<file path="src/rtl/ttm4_seq_pkg.sv">
// Shared encodings for the register-transfer sequencer: states, opcodes and the decoded control word.
package ttm4_seq_pkg;

    localparam logic [1:0] ST_FETCH = 2'b00;
    localparam logic [1:0] ST_EXEC  = 2'b01;
    localparam logic [1:0] ST_STORE = 2'b10;
    localparam logic [1:0] ST_HALT  = 2'b11;

    localparam logic [3:0] OP_ADD_A  = 4'b0000;
    localparam logic [3:0] OP_MOV_AB = 4'b0001;
    localparam logic [3:0] OP_IN_A   = 4'b0010;
    localparam logic [3:0] OP_MOVI_A = 4'b0011;
    localparam logic [3:0] OP_MOV_BA = 4'b0100;
    localparam logic [3:0] OP_ADD_B  = 4'b0101;
    localparam logic [3:0] OP_IN_B   = 4'b0110;
    localparam logic [3:0] OP_MOVI_B = 4'b0111;
    localparam logic [3:0] OP_OUT_B  = 4'b1001;
    localparam logic [3:0] OP_OUT_IM = 4'b1011;
    localparam logic [3:0] OP_JNC    = 4'b1110;
    localparam logic [3:0] OP_JMP    = 4'b1111;

    typedef enum logic [1:0] {
        SRC_NONE = 2'd0,
        SRC_A    = 2'd1,
        SRC_B    = 2'd2,
        SRC_IN   = 2'd3
    } srcSel_t;

    typedef enum logic [1:0] {
        DST_NONE = 2'd0,
        DST_A    = 2'd1,
        DST_B    = 2'd2,
        DST_OUT  = 2'd3
    } dstSel_t;

    // A PC load is carried by the jump bit rather than the destination field.
    typedef struct packed {
        srcSel_t src;
        dstSel_t dst;
        logic    jump;
        logic    carryUpd;
        logic    illegal;
    } ctrlWord_t;

    localparam ctrlWord_t CTRL_NOP = '{
        src:      SRC_NONE,
        dst:      DST_NONE,
        jump:     1'b0,
        carryUpd: 1'b0,
        illegal:  1'b0
    };

endpackage

</file>
<file path="src/rtl/seq_decode.sv">
// Opcode decoder: maps the IR opcode and the carry flag to a control word.
module seq_decode
    import ttm4_seq_pkg::*;
(
    input  logic [3:0] opcode_i,
    input  logic       cf_i,
    output ctrlWord_t  ctrl_o
);

    always_comb begin
        ctrl_o = CTRL_NOP;
        case (opcode_i)
            OP_ADD_A: begin
                ctrl_o.src      = SRC_A;
                ctrl_o.dst      = DST_A;
                ctrl_o.carryUpd = 1'b1;
            end
            OP_ADD_B: begin
                ctrl_o.src      = SRC_B;
                ctrl_o.dst      = DST_B;
                ctrl_o.carryUpd = 1'b1;
            end
            OP_MOVI_A: ctrl_o.dst = DST_A;
            OP_MOVI_B: ctrl_o.dst = DST_B;
            OP_MOV_AB: begin
                ctrl_o.src = SRC_B;
                ctrl_o.dst = DST_A;
            end
            OP_MOV_BA: begin
                ctrl_o.src = SRC_A;
                ctrl_o.dst = DST_B;
            end
            OP_IN_A: begin
                ctrl_o.src = SRC_IN;
                ctrl_o.dst = DST_A;
            end
            OP_IN_B: begin
                ctrl_o.src = SRC_IN;
                ctrl_o.dst = DST_B;
            end
            OP_OUT_B: begin
                ctrl_o.src = SRC_B;
                ctrl_o.dst = DST_OUT;
            end
            OP_OUT_IM: ctrl_o.dst  = DST_OUT;
            OP_JMP:    ctrl_o.jump = 1'b1;
            OP_JNC:    ctrl_o.jump = !cf_i;
            // 1000, 1010, 1100, 1101 are the only codes left over.
            default:   ctrl_o.illegal = 1'b1;
        endcase
    end

endmodule

</file>
<file path="src/rtl/reg_transfer_sequencer.sv">
// Three-phase FETCH/EXEC/STORE sequencer for a small register-transfer datapath.
// Define SEQ_HALT_ILLEGAL_EN to trap illegal opcodes in HALT instead of running them as NOP.
module reg_transfer_sequencer
    import ttm4_seq_pkg::*;
(
    input  logic       CLK,
    input  logic       RST,
    input  logic [7:0] ROMDATA,
    input  logic       CARRY_IN,
    input  logic       HOLD,
    output logic       nA_OUT,
    output logic       nB_OUT,
    output logic       nIN_OUT,
    output logic       nA_ST,
    output logic       nB_ST,
    output logic       nOUT_ST,
    output logic       nPC_LD,
    output logic       PC_INC,
    output logic [3:0] IMM,
    output logic       CF,
    output logic [1:0] STATE,
    output logic       HALTED
);

`ifdef SEQ_HALT_ILLEGAL_EN
    localparam logic HALT_ILLEGAL = 1'b1;
`else
    localparam logic HALT_ILLEGAL = 1'b0;
`endif

    logic [1:0] state_q, state_d;
    logic [7:0] ir_q, ir_d;
    logic       cf_q, cf_d;
    ctrlWord_t  ctrl;
    logic       operandPhase;
    logic       storeFire;

    seq_decode uDecode (
        .opcode_i (ir_q[7:4]),
        .cf_i     (cf_q),
        .ctrl_o   (ctrl)
    );

    assign operandPhase = (state_q == ST_EXEC) || (state_q == ST_STORE);
    // Gating strobes with HOLD here is what delays a held store to the first free STORE cycle.
    assign storeFire    = (state_q == ST_STORE) && !HOLD;

    always_comb begin
        state_d = state_q;
        ir_d    = ir_q;
        cf_d    = cf_q;
        if (!HOLD) begin
            case (state_q)
                ST_FETCH: begin
                    ir_d    = ROMDATA;
                    state_d = ST_EXEC;
                end
                ST_EXEC: begin
                    state_d = (ctrl.illegal && HALT_ILLEGAL) ? ST_HALT : ST_STORE;
                end
                ST_STORE: begin
                    cf_d    = ctrl.carryUpd ? CARRY_IN : 1'b0;
                    state_d = ST_FETCH;
                end
                default: begin
                    state_d = HALT_ILLEGAL ? ST_HALT : ST_FETCH;
                end
            endcase
        end
    end

    always_ff @(posedge CLK or negedge RST) begin
        if (!RST) begin
            state_q <= ST_FETCH;
            ir_q    <= 8'h00;
            cf_q    <= 1'b0;
        end else begin
            state_q <= state_d;
            ir_q    <= ir_d;
            cf_q    <= cf_d;
        end
    end

    always_comb begin
        nA_OUT  = 1'b1;
        nB_OUT  = 1'b1;
        nIN_OUT = 1'b1;
        nA_ST   = 1'b1;
        nB_ST   = 1'b1;
        nOUT_ST = 1'b1;
        nPC_LD  = 1'b1;
        PC_INC  = 1'b0;
        IMM     = 4'h0;
        if (operandPhase) begin
            IMM = ir_q[3:0];
            case (ctrl.src)
                SRC_A:   nA_OUT  = 1'b0;
                SRC_B:   nB_OUT  = 1'b0;
                SRC_IN:  nIN_OUT = 1'b0;
                default: ;
            endcase
        end
        if (storeFire) begin
            case (ctrl.dst)
                DST_A:   nA_ST   = 1'b0;
                DST_B:   nB_ST   = 1'b0;
                DST_OUT: nOUT_ST = 1'b0;
                default: ;
            endcase
            if (ctrl.jump) begin
                nPC_LD = 1'b0;
            end else begin
                PC_INC = 1'b1;
            end
        end
    end

    assign CF     = cf_q;
    assign STATE  = state_q;
    assign HALTED = HALT_ILLEGAL && (state_q == ST_HALT);

endmodule
</file>
<file path="config.mk">
export PLATFORM = sky130hd
export DESIGN_NAME = reg_transfer_sequencer
export DESIGN_NICKNAME = d
export VERILOG_FILES = /design/src/rtl/ttm4_seq_pkg.sv /design/src/rtl/seq_decode.sv /design/src/rtl/reg_transfer_sequencer.sv
export SDC_FILE = /design/constraint.sdc
export NUM_CORES = 1
export LEC_CHECK = 0
export CORE_MARGIN = 5
export CORE_UTILIZATION = 41
export CTS_CLUSTER_DIAMETER = 120
export DETAILED_ROUTE_END_ITERATION = 8
export PLACE_DENSITY_LB_ADDON = 0.05
export SETUP_SLACK_MARGIN = 0.3
export SYNTH_ARGS = -nofsm -noshare
export SYNTH_HDL_FRONTEND = slang
export SYNTH_HIERARCHICAL = 1
export SYNTH_SLANG_ARGS = --single-unit
</file>
<file path="constraint.sdc">
create_clock -name CLK -period 1.48 [get_ports CLK]
set_input_delay 0.148 -clock CLK [delete_from_list [all_inputs] [get_ports CLK]]
set_output_delay 0.148 -clock CLK [all_outputs]
set_load 0.1 [all_outputs]
</file>
# Word level (Yosys, flattened, before mapping)
# Cells that the tools add are included.
[totals]
register_bits = 11
out_inout_bits = 16
[classes]
n_reduce_logical = 15
n_eq_ne = 19
n_mux = 22
n_bitwise = 1
[op_table]
columns = ["operator", "count"]
rows = [
  ["1-bit two-way mux", 17],
  ["4-bit by 3-bit == test with 1-bit output, second input constant", 4],
  ["4-bit == test, second input constant", 4],
  ["2-bit one-hot mux with 3 select lines", 2],
  ["2-bit == test, second input constant", 5],
  ["4-bit by 2-bit == test with 1-bit output, second input constant", 2],
  ["2-bit OR reduction", 4],
  ["4-bit OR reduction", 2],
  ["2-bit by 1-bit == test with 1-bit output, second input constant", 3],
  ["4-bit by 1-bit == test with 1-bit output, second input constant", 1],
  ["4-bit zero test", 1],
  ["4-bit two-way mux", 1],
  ["2-bit one-hot mux with 2 select lines", 1],
  ["2-bit AND reduction", 2],
  ["3-bit OR reduction", 1],
  ["1-bit zero test", 2],
  ["2-bit zero test", 1],
  ["1-bit one-hot mux with 2 select lines", 1],
  ["1-bit logical AND", 1],
  ["1-bit logical OR", 1],
  ["1-bit NOT", 1],
]

# Longest topological paths before layout
[logic_depth]
depth_word = 6
ltp_mapped = 5
depth_no_buf = 4

# Hierarchy
# Netlist, hierarchy kept.
[modules_own_cells]
columns = ["mod", "area_per_inst_um2", "instances", "seq_area_each_um2", "cells_per_inst"]
rows = [
  ["reg_transfer_sequencer", 603.1, 1, 275.3, 47],
  ["seq_decode", 96.3, 1, 0.0, 15],
]

# Least setup slack after synthesis
# OpenSTA, ideal clock, no wires.
[synth_path]
kind = "register to output"
start = "register state_q[1] (netlist: STATE[1])"
end = "output port PC_INC"
required_ns = 1.332
t_arrival_ns = 2.905
stages_incl_launch_ff = 4
setup_slack_ns = -1.573
n_path_buf = 0
path_cell_list = "dfrtp_1 -> ha_1 -> nor2b_1 -> nor2b_1"
[synth_between]
elab_chain_len = 3
[synth_rtl]
columns = ["element", "line_no", "source"]
rows = [
  ["start, declared", "reg_transfer_sequencer.sv:31", "logic [1:0] state_q, state_d;"],
  ["start signal, assigned", "reg_transfer_sequencer.sv:78", "state_q <= state_d;"],
  ["2-bit == test", "reg_transfer_sequencer.sv:46", "assign storeFire = (state_q == ST_STORE) && !HOLD;"],
  ["1-bit logical AND", "reg_transfer_sequencer.sv:46", ""],
  ["1-bit two-way mux", "reg_transfer_sequencer.sv:103", "if (storeFire) begin"],
  ["end, declared", "reg_transfer_sequencer.sv:18", "output logic PC_INC,"],
]
# No other way between the ends.

# Final worst setup path
[layout_path]
start = "register state_q[0] (netlist: STATE[0])"
end = "output port PC_INC"
# The elaborated chain is that of the path after synthesis.

==> results.sh <==
export IMPL_drt_wl_total_um=1570
export IMPL_start_util_pct=44.5
export IMPL_finalClockSkew_ns=0.00222
export IMPL_place_hpwl_um=1210
export IMPL_antenna_left=0
export IMPL_cts_tree="done"
export IMPL_grt_max_degree=12
export IMPL_area_growth_pct=94.7
export IMPL_grt_pass1_vias=592
export IMPL_core_area_um2=1540
export IMPL_die_h_um=50.9
export IMPL_rsz0062_at_grt="yes"
export IMPL_cp_arrival_ns=1.53
export IMPL_portBuffers=26
export IMPL_avgSynthCellArea_um2=11.4
export IMPL_required_ns=1.33
export IMPL_antenna_found_initial=0
export IMPL_num_rows=14
export IMPL_die_width_um=50.9
export IMPL_ys_warn_count=6
export IMPL_fin_ws_ns=-0.198
export IMPL_hold_ws_ns=0.211
export IMPL_syn_nets=76
export IMPL_io_pin_count=28
export IMPL_crit_path_start_kind="flip-flop"
export IMPL_hold_class="input pin to asynchronous set/reset pin"
export IMPL_crit_path_end_kind="output port"
export IMPL_root_buffer="clkbuf_4"
export IMPL_place_congestion=0.748
export IMPL_setup_viol=20
export IMPL_drv_cap=0
export IMPL_nets=114
export IMPL_fmax_mhz=596
export IMPL_status="complete, but fails checks"
export IMPL_grt_pass1_wl_um=2680
export IMPL_clkLatencyLatePin_ns=0.26
export IMPL_final_period_utilization_pct=113
export IMPL_drtIter0Drc=1
export IMPL_cp_max_fo=6
export IMPL_synth_cells=60
export IMPL_cts_htree_levels=1
export IMPL_path_common_cell="nor2b_4"
export IMPL_path_clk_slew_ns=0.07
export IMPL_avgRoutedWirePerCell_um=13.9
export IMPL_num_vias=553
export IMPL_crit_path_top_delay_cell="dfrtp_4"
export IMPL_clock_sinks=11
export IMPL_hold_viol_final=0
export IMPL_n_antenna_cell=0
export IMPL_dp_slack_ns=0.0351
export IMPL_drive_gt1_share_pct=63.9
export IMPL_synth_area_um2=686
export IMPL_slowest_delay_ns=0.49
export IMPL_track_usage_pct=14.0
export IMPL_vias_per_cell=4.89
export IMPL_worst_setup_path_type="flip-flop to output port"
export IMPL_clockBufferDepth=2
export IMPL_fp_dieArea_um2=2590
export IMPL_period_needed_ns=1.68
export IMPL_cts_buffers=3
export IMPL_drv_slew=0
export IMPL_grt_overflow=0
export IMPL_drc=0
export IMPL_drt_pass1_iterations=4
export IMPL_crit_chain="inv_4, ha_4, nor2b_4, nor2b_4, buf_12"
export IMPL_violations="negative setup slack"
export IMPL_postCtsHoldBufs=0
timing repair:
item | 4_1_cts | 5_1_grt
gates resized for setup | 5 | 5
pin swaps | 1 | 0
buffers inserted | 4 | 1
setup endpoints to repair | 23 | 24
worst max-delay path, delay by kind of cell, from the launching register on:
family	cells	cell delay [ns]
adders and majority gates	1	0.11
DFF	1	0.49
and+or+nand+nor	2	0.41
buffers and inverters	2	0.26
layout by cell type, fill, tap and decap left out, types with 2 or more instances in the layout:
master           count
nand3b_1             5
clkdlybuf4s50_1     11
dfrtp_4              2
dfrtp_2              3
buf_12              16
inv_1                3
clkbuf_4             3
mux2_4              10
and2_4               4
nor2b_4              3
dfrtp_1              6
ha_4                 3
buf_6                3
buf_4                6
inv_4                2
registers in the layout, summed over array words and instances (netlist names):
name and flops:
STATE 2, ir_q 8, CF 1
cell type report:
type                            instances  area, um^2
Timing Repair Buffer                   36         509
Multi-Input combinational cell         41         469
Sequential cell                        11         287
Fill cell                              75         206
Clock buffer                            4        26.3
Inverter                                5        23.8
Tap cell                               16        20.0
worst paths after layout:
kind                           from  endpoint  cells after the start  slack, ns
hold reg to reg             ir_q[0]   ir_q[0]                      1       0.53
setup reg to reg           STATE[0]   ir_q[6]                      6      -0.02
max in group asynchronous       RST  STATE[0]                      1       0.90
min in group CLK           CARRY_IN        CF                      3       0.45
hold / removal                  RST   ir_q[0]                      1       0.21
setup / recovery           STATE[0]    PC_INC                      5      -0.20
per-stage QoR:
step	instances	instance area [um^2]	utilization, %	TNS [ns]
after floorplan	60	777	-	-2.95
after global placement	104	1230	80.0	0
after detailed placement	104	1230	80.0	0
after CTS	112	1300	84.6	-2.28
after global routing	113	1340	86.6	-3.38
final	113	1340	86.6	-2.03
routing by layer:
| layer | global-route usage [%] | wire length [um] | vias to the layer above | share of wire (%) |
|---|---|---|---|---|
| li1 | - | - | 272 | - |
| met1 | 16.5 | 622 | 261 | 40 |
| met3 | 4.07 | 104 | 2 | 6.6 |
| met5 | 0 | 0 | - | 0 |
| met2 | 23.3 | 834 | 18 | 53 |
| met4 | 6.38 | 11 | 0 | 0.70 |
Power is not shown: default switching activity piles up to over one toggle a cycle in this logic, so the estimate is an artifact.
